--- config.mk ---
export PLATFORM = sky130hd
export DESIGN_NAME = shift_sequencer
export DESIGN_NICKNAME = d
export VERILOG_FILES = /design/src/rtl/shift_sequencer.sv
export SDC_FILE = /design/constraint.sdc
export NUM_CORES = 1
export LEC_CHECK = 0
export ABC_AREA = 1
export CORE_UTILIZATION = 30
export DETAILED_ROUTE_END_ITERATION = 8
export PLACE_DENSITY = 0.58
export SLEW_MARGIN = 20
export SYNTH_ARGS = -nofsm -noshare
export SYNTH_HDL_FRONTEND = slang
export SYNTH_SLANG_ARGS = --single-unit
--- constraint.sdc ---
create_clock -name clk -period 2.63 [get_ports clk]
set_input_delay 0.526 -clock clk [delete_from_list [all_inputs] [get_ports clk]]
set_output_delay 0.526 -clock clk [all_outputs]
set_load 0.01 [all_outputs]
--- src/rtl/shift_sequencer.sv ---
// Multi-cycle barrel shifter: one logarithmic stage (1, 2, 4, 8, 16) per clock,
// five stages per operation, with a one-cycle done/err pulse and a held result.
module shift_sequencer #(
  parameter logic [5:0] SLL = 6'b000000,
  parameter logic [5:0] SRL = 6'b000010,
  parameter logic [5:0] SRA = 6'b000011
) (
  input  logic        clk,
  input  logic        reset,
  input  logic        start,
  input  logic [31:0] dataA,
  input  logic [31:0] dataB,
  input  logic [5:0]  Signal,
  output logic        busy,
  output logic        done,
  output logic        err,
  output logic [31:0] dataOut
);

  typedef enum logic [1:0] {IDLE, SHIFT, DONE} state_t;

  state_t      state_q, state_d;
  logic [2:0]  stage_q, stage_d;
  logic [31:0] work_q, work_d;
  logic [4:0]  amt_q, amt_d;
  logic [5:0]  op_q, op_d;
  logic [31:0] dout_q, dout_d;
  logic        err_q, err_d;

  logic [7:0]  amt_ext;
  logic [31:0] stage_val;
  logic        supported;
  logic        unused_dataB_hi;

  // One logarithmic stage: shift by 2^k with the fill chosen by the opcode.
  function automatic logic [31:0] apply_stage(input logic [31:0] val,
                                              input logic [5:0]  op,
                                              input logic [2:0]  k);
    logic [4:0] sh;
    sh = 5'd1 << k;
    case (op)
      SLL:     return val << sh;
      SRL:     return val >> sh;
      SRA:     return $unsigned($signed(val) >>> sh);
      default: return val;
    endcase
  endfunction

  assign unused_dataB_hi = ^dataB[31:5];
  assign amt_ext   = {3'b000, amt_q};
  assign supported = (op_q == SLL) || (op_q == SRL) || (op_q == SRA);
  assign stage_val = amt_ext[stage_q] ? apply_stage(work_q, op_q, stage_q) : work_q;

  always_comb begin
    state_d = state_q;
    stage_d = stage_q;
    work_d  = work_q;
    amt_d   = amt_q;
    op_d    = op_q;
    dout_d  = dout_q;
    err_d   = err_q;
    case (state_q)
      IDLE, DONE: begin
        // err is only meaningful during the done cycle, so drop it on exit.
        err_d = 1'b0;
        if (start) begin
          work_d  = dataA;
          amt_d   = dataB[4:0];
          op_d    = Signal;
          stage_d = 3'd0;
          state_d = SHIFT;
        end else begin
          state_d = IDLE;
        end
      end
      SHIFT: begin
        work_d = stage_val;
        if (stage_q == 3'd4) begin
          dout_d  = supported ? stage_val : 32'h0;
          err_d   = ~supported;
          state_d = DONE;
        end else begin
          stage_d = stage_q + 3'd1;
        end
      end
      default: state_d = IDLE;
    endcase
  end

  always_ff @(posedge clk or posedge reset) begin
    if (reset) begin
      state_q <= IDLE;
      stage_q <= 3'd0;
      work_q  <= 32'h0;
      amt_q   <= 5'd0;
      op_q    <= 6'd0;
      dout_q  <= 32'h0;
      err_q   <= 1'b0;
    end else begin
      state_q <= state_d;
      stage_q <= stage_d;
      work_q  <= work_d;
      amt_q   <= amt_d;
      op_q    <= op_d;
      dout_q  <= dout_d;
      err_q   <= err_d;
    end
  end

  assign busy    = (state_q == SHIFT);
  assign done    = (state_q == DONE);
  assign err     = err_q;
  assign dataOut = dout_q;

endmodule

==> results of run 1 <==
worst paths after layout:
path	start	end	slack [ps]	depth (start not counted)
max	stage_q[0]	work_q[3]	110	14
min	amt_q[1]	amt_q[1]	480	2
max reg2reg	stage_q[0]	work_q[3]	110	14
min reg2reg	amt_q[1]	amt_q[1]	480	2
max in group asynchronous	reset	amt_q[2]	1550	3
min in group asynchronous	reset	dataOut[1]	490	2
power breakdown:
part / internal [µW] / leakage [µW] / switching, µW
Clock: 775 / 0.000154 / 591
Combinational: 3440 / 0.00352 / 7160
Sequential: 1760 / 0.00104 / 292
area by class of cell:
cell class | instances | share of cell area, %
Tap cell | 330 | 4.45
Clock buffer | 10 | 2.58
Inverter | 99 | 4.07
Sequential cell | 81 | 21.8
Timing Repair Buffer | 119 | 13.7
Clock inverter | 6 | 0.795
Multi-Input combinational cell | 1075 | 52.6
cells by family (layout without fill, tap and decap cells):
| group | count (synthesis) | in the layout | synth area share, % |
|---|---|---|---|
| adder cells (fa/ha/maj) | 5 | 5 | 0.818 |
| AND/OR/NAND/NOR | 934 | 934 | 52.6 |
| flip-flops | 81 | 81 | 26.5 |
| AO/OA/AOI/OAI | 136 | 136 | 10.0 |
| buffers and inverters | 177 | 234 | 10.0 |
repair_timing:
item                       CTS  global route
hold buffers                 0             0
setup endpoints to repair    0            50
resized for setup            0             7
setup buffers                0             0
worst max-delay path, stage by stage, from the launching register on:
cell and delay [ps]:
dfrtp_1 390, buf_4 160, ha_1 190, ha_1 240, inv_2 230, buf_4 360
nand3_1 170, nand3_1 140, nand2_1 70, nand2_1 80, nand2_1 70, nand2_1 100
nand2_1 60, nand2_1 100, nand2_1 50
metrics by stage:
step / instances / total power, µW / worst slack, ps / area [µm²] / hold WS, ps
after CTS: 1720 / 13900 / 74.2 / 9260 / 478
final: 1720 / 14000 / 108 / 9280 / 476
after global routing: 1720 / 15400 / 0.973 / 9280 / 500
after detailed placement: 1704 / 12400 / 84.4 / 8940 / 461
after global placement: 1704 / 12400 / 121 / 8940 / 465
after floorplan: 1333 / 9350 / 23.9 / 7650 / 441
routing by layer:
| layer | vias up | part of all wire (%) |
|---|---|---|
| met3 | 49 | 6.3 |
| met4 | 0 | 2.7 |
| met5 | - | 0 |
| met1 | 4325 | 45 |
| li1 | 4461 | - |
| met2 | 334 | 46 |
state kept, by name, summed over array words and instances, names as in the netlist:
signal,flops
state_q,2
work_q,32
amt_q,5
stage_q,3
op_q,6
err,1
dataOut,32
placed cells by master, fill, tap and decap left out, drive strengths merged:
cell type,netlist,final
a21oi,28,28
o21ai,81,81
clkdlybuf4s50,0,80
o21bai,1,1
or2,3,3
ha,5,5
clkinv,2,6
nor2,55,55
o211ai,19,19
a31oi,2,2
bufinv,0,1
nand3b,2,2
inv,97,98
a21boi,1,1
o31ai,1,1
o21a,1,1
and2,3,3
o22ai,2,2
nand3,316,316
nand4,7,7
buf,44,39
nand2,544,544
dfrtp,81,81
nor3,4,4
clkbuf,34,10
==> metrics.yaml, run 1 <==
cells_and_area:
  areaGrowthSynthToFinish_pct: 21.3
  multi_input_area_um2: 4880
  n_antenna_cell: 0
  drive_gt1_share_pct: 6.83
  num-fill-cells: 2881
  register_area_um2: 2030
  fin_nets: 1463
  fin_util_pct: 37.0
yosys:
  netlist_instances: 1333
  synth_top_cell_area_share_pct: 26.5
  synthTopCellsByArea: "dfrtp_1 (26%), nand2_1 (26%), nand3_1 (20%)"
  synth_flop_cell: "dfrtp_1"
  synth_area_um2: 7650
  synth.yosys.warnings: 0
  syn_avg_cell_area_um2: 5.74
  synth_seq_cells: 81
  ys_seq_area_share_pct: 26.5
  synth_top_area_cell: "dfrtp_1"
  yosysUniqueCellTypes: 39
  synth_edf_count: 0
  synth_most_common_cell: "nand2_1"
  yosys-top-cells-count: "nand2_1 (534), nand3_1 (312), inv_1 (89), dfrtp_1 (81), nor2_1 (51)"
  synthArstFlopShare_pct: 100
  syn_nets: 1411
pwr:
  p_leak_uw: 0.00472
  ir_drop_mv: 0.515
  power_density_nw_per_um2: 1510
clock_tree:
  numCtsBuffers: 9
  cts_root_buffer: "clkbuf_16"
  cts_buffer_depth: 2
  cts_tree: "done"
  clkSlewWorstSetupHoldPaths_ps: 70
  ctsHtreeMaxLevel: 3
  insertion_delay_ps: 350
  cts_sinks: 81
grt:
  grt_use_met3_pct: 2.83
  grt_use_met2_pct: 38.4
  grt_pass1_vias: 8723
  grt_util_all_layers_pct: 23.6
  grt_max_degree: 59
  grt.busiest_layer: "met2"
  antenna_found_initial: 0
  grt_pass1_wl_um: 48100
  grt.overflow.total: 0
  grtUsageMet1_pct: 32.4
timing:
  relSlewSlack_pct: 61.1
  hold_viol: 0
  max_freq_ghz: 0.397
  drv_slew: 0
  worst_pin_slew_ps: 582
  report.final.setup_viol: 0
  fin_crit_ps: 2520
  rsz0062_at_grt: "false"
  finalCritPeriodShare_pct: 95.9
  finalClockSkew_ps: 11.1
  tns_ps: 0
floorplanning:
  die_w_um: 162
  ioPinCount: 108
  initial_core_util_pct: 30.5
  row_count: 58
  die-height_um: 162
  dieArea_um2: 26100
  core_um2: 25100
route:
  viasPerCell: 5.33
  drc: 0
  antenna_left: 0
  wl_um: 30300
  firstDrtPassIters: 5
  wl_per_cell_um: 17.6
  via_count: 9169
  first_iter_violations: 932
critical_path:
  arrival_ps: 2760
  crit_type: "reg2reg"
  cp-start-kind: "flip-flop"
  worst_setup_path_end_kind: "flip-flop"
  cp.required_ps: 2870
  path_max_fanout: 29
outcome:
  outcome: "complete, no violations"
placed_design:
  gp_congestion: 0.982
  dp_hpwl_um: 23000
  port_buffers: 80
worst_hold_path:
  hp-class: "reg2reg"
run:
  cap_violations: 0
Power figures use the tool's default switching activity.
==> run 2, diff against run 1 <==
- PLACE_DENSITY: 0.58 -> 0.56
- clock period: 2.63 -> 2.6 ns (I/O delays scaled with it)
==> metrics.yaml, run 2 (synthesis results as in run 1) <==
cells_and_area:
  num-fill-cells: 2869  # was 2,881
  most-common-layout-cells: "nand2_1 (529), nand3_1 (308), inv_1 (86)"  # was nand2_1 (534), nand3_1 (312), inv_1 (87)
  n_antenna_cell: 0  # unchanged
  final_cells: 1742  # was 1,720
  drive_gt1_share_pct: 8.99  # was 6.83%
  layout.cells.most_common: "nand2_1"  # unchanged
  fin_util_pct: 37.7  # was 37.0%
  areaGrowthSynthToFinish_pct: 23.8  # was 21.3%
  fin_nets: 1485  # was 1,463
timing:
  drv_slew: 0  # unchanged
  rsz0062_at_grt: "false"  # unchanged
  fin_crit_ps: 2440  # was 2520 ps
  worst_pin_slew_ps: 581  # was 582 ps
  relSlewSlack_pct: 61.2  # was 61.1%
  finalClockSkew_ps: 11.4  # was 11.1 ps
  setup_ws_ps: 155  # was 108 ps
  finalCritPeriodShare_pct: 94.0  # was 95.9%
  tns_ps: 0  # unchanged
  report.final.setup_viol: 0  # unchanged
  hold_viol: 0  # unchanged
  max_freq_ghz: 0.409  # was 0.397 GHz
critical_path:
  worst_setup_path_end_kind: "flip-flop"  # unchanged
  cp-start-kind: "flip-flop"  # unchanged
  crit_family: "simple AND/OR/NAND/NOR gates"  # unchanged
  critPathBufInv: 3  # unchanged
  crit_chain: "buf_4, ha_1, nand2_4, inv_2, buf_12, nand2_1, and2_1, nand2_1, nand2_1, o211ai_2, nand3_1, nand2_1, nand2_1, nand2_1, nand2_1"  # was buf_4, ha_1, ha_1, inv_2, buf_4, nand3_1, nand3_1, nand2_1, nand2_1, nand2_1, nand2_1, nand2_1, nand2_1, nand2_1
  max_stage_delay_ps: 350  # was 390 ps
  path_max_fanout: 32  # was 29
  crit_slowest_cell: "dfrtp_1"  # unchanged
  cp.required_ps: 2850  # was 2870 ps
  arrival_ps: 2690  # was 2760 ps
  crit_top_cell: "nand2_1"  # unchanged
  crit_type: "reg2reg"  # unchanged
grt:
  grt_max_degree: 59  # unchanged
  antenna_found_initial: 0  # unchanged
  grt_util_all_layers_pct: 24.4  # was 23.6%
  grt_pass1_vias: 8862  # was 8,723
  grt_pass1_wl_um: 49300  # was 48,100 µm
  grt.overflow.total: 0  # unchanged
clock_tree:
  cts_root_buffer: "clkbuf_16"  # unchanged
  cts_buffer_depth: 2  # unchanged
  clkSlewWorstSetupHoldPaths_ps: 70  # about the same
  cts_sinks: 81  # unchanged
  insertion_delay_ps: 350  # about the same
  numCtsBuffers: 9  # unchanged
  ctsHtreeMaxLevel: 3  # unchanged
  cts_tree: "done"  # unchanged
floorplanning:
  row_count: 58  # unchanged
  core_um2: 25100  # unchanged
  die_w_um: 162  # unchanged
  initial_core_util_pct: 30.5  # unchanged
  ioPinCount: 108  # unchanged
  dieArea_um2: 26100  # unchanged
  die-height_um: 162  # unchanged
route:
  wl_per_cell_um: 18.0  # was 17.6 µm
  via_count: 9232  # was 9,169
  first_iter_violations: 1041  # was 932
  antenna_left: 0  # unchanged
  wl_um: 31300  # was 30,300 µm
  firstDrtPassIters: 7  # was 5
  viasPerCell: 5.30  # was 5.33
  drc: 0  # unchanged
placed_design:
  port_buffers: 80  # unchanged
  dp_hpwl_um: 23800  # was 23,000 µm
  pre_cts_ws_ps: -2.94  # was 84.4 ps
  gp_congestion: 0.966  # was 0.982
  dp.cells: 1719  # was 1,704
worst_hold_path:
  hp-class: "reg2reg"  # unchanged
pwr:
  p_leak_uw: 0.00481  # was 0.00472 µW
  ir_drop_mv: 0.506  # was 0.515 mV
  power_density_nw_per_um2: 1520  # was 1510 nW/µm²
  finalPower_uw: 14400  # was 14,000 µW
outcome:
  outcome: "complete, no violations"  # unchanged
run:
  cap_violations: 0  # unchanged
==> run 2: repair_timing <==
item,4_1_cts,5_1_grt
cloned,0,2
hold buffers,0,0
gates resized for setup,1,23
pin swaps,0,4
setup buffers,0,5
setup endpoints to repair,1,53
hold endpoints to repair,0,0
==> run 2: layout make-up <==
class / instances / area, µm² / share of cell area (%)
Multi-Input combinational cell: 1075 / 4910 / 51.9
Timing Repair Buffer: 141 / 1450 / 15.3
Inverter: 99 / 383 / 4.04
Clock inverter: 6 / 50.0 / 0.529
Sequential cell: 81 / 2030 / 21.4
Tap cell: 330 / 413 / 4.36
Clock buffer: 10 / 229 / 2.42
==> run 2: per-layer routing <==
metal	vias to the layer above	wire length [µm]	track usage [%]
met5	-	0	0
met3	50	2100	2.53
met4	0	992	9.48
li1	4499	-	-
met1	4277	14200	34.0
met2	406	14000	38.6
==> run 2: worst min-delay path, cell delays in order, from the launching register on <==
cell and delay, ps:
dfrtp_1 340, nand2_1 50, nand2_1 50
==> run 2: power by group <==
group / switching (µW) / total (µW) / internal [µW] / leakage, µW
logic: 7390 / 11100 / 3670 / 0.00364
clock network: 614 / 1270 / 660 / 0.000130
registers: 296 / 2080 / 1780 / 0.00104
==> run 2: final timing paths <==
kind,start,to,slack [ps],cells past startpoint
hold / removal,dataOut[21],dataOut[21],480,2
setup / recovery,stage_q[0],dataOut[14],160,15
max in group asynchronous,reset,work_q[4],1470,3
min in group asynchronous,reset,work_q[11],580,2
setup reg to reg,stage_q[0],dataOut[14],160,15
hold reg to reg,dataOut[21],dataOut[21],480,2
==> run 2: stage by stage <==
| stage | hold WS, ps | cell area, µm² |
|---|---|---|
| final | 482 | 9470 |
| after global routing | 503 | 9470 |
| after CTS | 485 | 9310 |
| after detailed placement | 464 | 9030 |
| after global placement | 465 | 9030 |
| after floorplan | 441 | 7650 |
==> run 3, diff against run 2 <==
- ABC_AREA: 1 -> 0
- PLACE_DENSITY: 0.56 -> 0.55
==> metrics.yaml, run 3 <==
outcome:
  outcome: "finished with violations"  # was complete, no violations
  violations: "negative setup slack"
yosys:
  syn_nets: 1190  # was 1,411
  yosys-top-cells-count: "nand2_1 (133), nor2_1 (89), dfrtp_1 (81), clkbuf_1 (71), a21oi_1 (65)"  # was nand2_1 (534), nand3_1 (312), inv_1 (89), dfrtp_1 (81), nor2_1 (51)
  yosysUniqueCellTypes: 87  # was 39
  ys_seq_area_share_pct: 22.7  # was 26.5%
  synthArstFlopShare_pct: 100  # unchanged
  synth_xor_area_share_pct: 0  # unchanged
  synth_top_family_by_area: "compound AO/OA/AOI/OAI gates"  # was simple AND/OR/NAND/NOR gates
  synth-simple-area-share_pct: 19.0  # was 52.6%
  synth_compound_area_share_pct: 32.5  # was 10.0%
  syn_avg_cell_area_um2: 8.04  # was 5.74 µm²
  synthAdderAreaFrac_pct: 0.699  # was 0.818%
  synth_seq_cells: 81  # unchanged
  synth_most_common_cell: "nand2_1"  # unchanged
  synth_top_area_cell: "dfrtp_1"  # unchanged
  muxShareOfSynthArea_pct: 16.7  # was 0%
  synthTopCellsByArea: "dfrtp_1 (23%), mux4_2 (8.1%), mux2i_1 (6.0%)"  # was dfrtp_1 (26%), nand2_1 (26%), nand3_1 (20%)
  synth_top_cell_area_share_pct: 22.7  # was 26.5%
  synth_area_um2: 8940  # was 7650 µm²
  netlist_instances: 1112  # was 1,333
  synth_edf_count: 0  # unchanged
  synth.yosys.warnings: 0  # unchanged
  synth_flop_cell: "dfrtp_1"  # unchanged
route:
  drc: 0  # unchanged
  first_iter_violations: 1394  # was 1,041
  wl_um: 55700  # was 31,300 µm
  viasPerCell: 6.31  # was 5.30
  antenna_left: 0  # unchanged
  firstDrtPassIters: 5  # was 7
  wl_per_cell_um: 29.3  # was 18.0 µm
  via_count: 12000  # was 9,232
critical_path:
  crit_family: "compound AO/OA/AOI/OAI gates"  # was simple AND/OR/NAND/NOR gates
  crit_type: "reg2reg"  # unchanged
  r2r-end: "work_q[31]"  # was dataOut[14]
  arrival_ps: 3110  # was 2690 ps
  max_stage_delay_ps: 560  # was 350 ps
  cp.required_ps: 2770  # was 2850 ps
  crit_chain: "inv_2, ha_4, buf_4, nand2b_4, buf_12, mux4_2, a21oi_2, o22ai_2, a222oi_1, buf_4, o211ai_1"  # was buf_4, ha_1, nand2_4, inv_2, buf_12, nand2_1, and2_1, nand2_1, nand2_1, o211ai_2, nand3_1, nand2_1, nand2_1, nand2_1, nand2_1
  critPathBufInv: 4  # was 3
  cp-start-kind: "flip-flop"  # unchanged
  worst_setup_path_end_kind: "flip-flop"  # unchanged
  path_depth: 11  # was 15
  crit_slowest_cell: "mux4_2"  # was dfrtp_1
  crit_top_cell: "buf_4"  # was nand2_1
  path_max_fanout: 8  # was 32
  ff2ff_setup_slack_ps: -340  # was 160 ps
  worst-r2r-cell-count: 11  # was 15
  crit_start: "stage_q[0]"  # unchanged
  endpoint: "work_q[31]"  # was dataOut[14]
  r2r-start: "stage_q[0]"  # unchanged
placed_design:
  gp_congestion: 1.04  # was 0.966
  port_buffers: 80  # unchanged
  dp_hpwl_um: 40500  # was 23,800 µm
worst_hold_path:
  hp-class: "reg2reg"  # unchanged
  holdPathStages: 2  # unchanged
grt:
  grt_util_all_layers_pct: 35.6  # was 24.4%
  antenna_found_initial: 3  # was 0
  grt_max_degree: 41  # was 59
  grt.overflow.total: 0  # unchanged
  grt_pass1_wl_um: 80000  # was 49,300 µm
  grt_pass1_vias: 12000  # was 8,862
clock_tree:
  insertion_delay_ps: 350  # about the same
  ctsHtreeMaxLevel: 3  # unchanged
  cts_buffer_depth: 2  # unchanged
  hold_buffers: 0  # unchanged
  cts_tree: "done"  # unchanged
  cts_sinks: 81  # unchanged
  numCtsBuffers: 9  # unchanged
  clkSlewWorstSetupHoldPaths_ps: 70  # about the same
  cts_root_buffer: "clkbuf_16"  # unchanged
timing:
  rsz0062_at_grt: "true"  # was false
  hold_viol: 0  # unchanged
  relSlewSlack_pct: 46.7  # was 61.2%
  max_freq_ghz: 0.340  # was 0.409 GHz
  holdWs_ps: 480  # was 482 ps
  worst_pin_slew_ps: 800  # was 581 ps
  finalClockSkew_ps: 8.58  # was 11.4 ps
  finalCritPeriodShare_pct: 113  # was 94.0%
  fin_crit_ps: 2940  # was 2440 ps
  drv_slew: 0  # unchanged
  tns_ps: -8150  # was 0 ps
  report.final.setup_viol: 58  # was 0
  setup_ws_ps: -341  # was 155 ps
pwr:
  p_leak_uw: 0.00632  # was 0.00481 µW
  ir_drop_mv: 0.880  # was 0.506 mV
  power_density_nw_per_um2: 1800  # was 1520 nW/µm²
floorplanning:
  ioPinCount: 108  # unchanged
  initial_core_util_pct: 30.8  # was 30.5%
  core_um2: 29000  # was 25,100 µm²
  die_w_um: 175  # was 162 µm
  dieArea_um2: 30500  # was 26,100 µm²
  die-height_um: 175  # was 162 µm
  row_count: 62  # was 58
cells_and_area:
  multi_input_area_um2: 7920  # was 4910 µm²
  register_area_um2: 2030  # about the same
  fin_nets: 1591  # was 1,485
  drive_gt1_share_pct: 51.6  # was 8.99%
  most-common-layout-cells: "buf_4 (337), nand2_1 (121), dfrtp_1 (80), clkdlybuf4s50_1 (80), nor2_1 (65)"  # was nand2_1 (529), nand3_1 (308), inv_1 (86)
  num-fill-cells: 2646  # was 2,869
  layout.cells.most_common: "buf_4"  # was nand2_1
  fin_util_pct: 54.5  # was 37.7%
  areaGrowthSynthToFinish_pct: 76.8  # was 23.8%
run:
  cap_violations: 0  # unchanged
[run 3: changes by cell type in the layout (fill, tap and decap cells not counted), sizes merged, moves of 21 or more]
cell | before | now
a21oi | 28 | 65
a22oi | 0 | 27
buf | 60 | 433
inv | 97 | 21
mux2 | 0 | 21
mux2i | 0 | 54
mux4 | 0 | 32
nand2 | 544 | 135
nand3 | 316 | 24
nor2 | 55 | 90
nor3 | 4 | 26
[run 3: repair_timing]
item	CTS	global route
pin swaps	79	97
gates cloned	9	3
buffers inserted	52	38
setup endpoints to repair	65	64
resized for setup	240	210
[run 3: area by class of cell]
type	instances	area share (%)
flip-flops and latches	81	12.8
diodes	2	0.0316
clock buffers	10	1.45
clock inverters	6	0.324
repair buffers	521	31.6
multi-input cells	878	50.1
inverters	22	0.593
well taps	384	3.04
[run 3: how the worst min path moves through the flow]
stage | to | slack, ps | from
finish | amt_q[3] | 480 | amt_q[3]
global route | amt_q[3] | 510 | amt_q[3]
CTS | amt_q[2] | 480 | amt_q[2]
detailed placement | dataOut[18] | 460 | dataOut[18]
global placement | amt_q[1] | 460 | amt_q[1]
floorplan | amt_q[2] | 440 | amt_q[2]
[run 3: cells by family after synthesis]
kind of cell,after synthesis
AO/OA/AOI/OAI,409
AND/OR/NAND/NOR,356
buffers and inverters,154
multiplexers,107
flip-flops,81
adder cells (fa/ha/maj),5
[run 3: worst register-to-register path, delay by kind of cell, from the launching register on]
| kind | cells | cell delay [ps] |
|---|---|---|
| and+or+nand+nor | 1 | 160 |
| DFF | 1 | 380 |
| adders and majority gates | 1 | 180 |
| buffers and inverters | 4 | 570 |
| AOI/OAI and AO/OA | 4 | 920 |
| muxes | 1 | 560 |
[run 3: metal layers]
metal / track usage, % / vias up / routed length [µm]
li1: - / 5081 / -
met1: 46.6 / 5890 / 22200
met2: 52.4 / 833 / 23700
met3: 9.46 / 211 / 6210
met4: 20.6 / 0 / 3670
met5: 0 / - / 0
[run 3: through the flow]
step,cells,setup slack [ps],total power (µW),instance area [µm²]
6_report,1904,-341,28400,15800
5_1_grt,1903,-401,29300,15800
4_1_cts,1873,-190,25200,14600
3_5_place_dp,1801,-584,20300,12500
3_3_place_gp,1801,-572,20400,12500
2_1_floorplan,1112,12.9,11100,8960
[run 3: power breakdown]
group | internal [µW] | switching, µW | total [µW] | leakage (µW)
Clock | 662 | 622 | 1280 | 0.000127
Sequential | 1820 | 1120 | 2930 | 0.00103
Combinational | 11600 | 12600 | 24200 | 0.00516
Total | 14100 | 14300 | 28400 | 0.00632
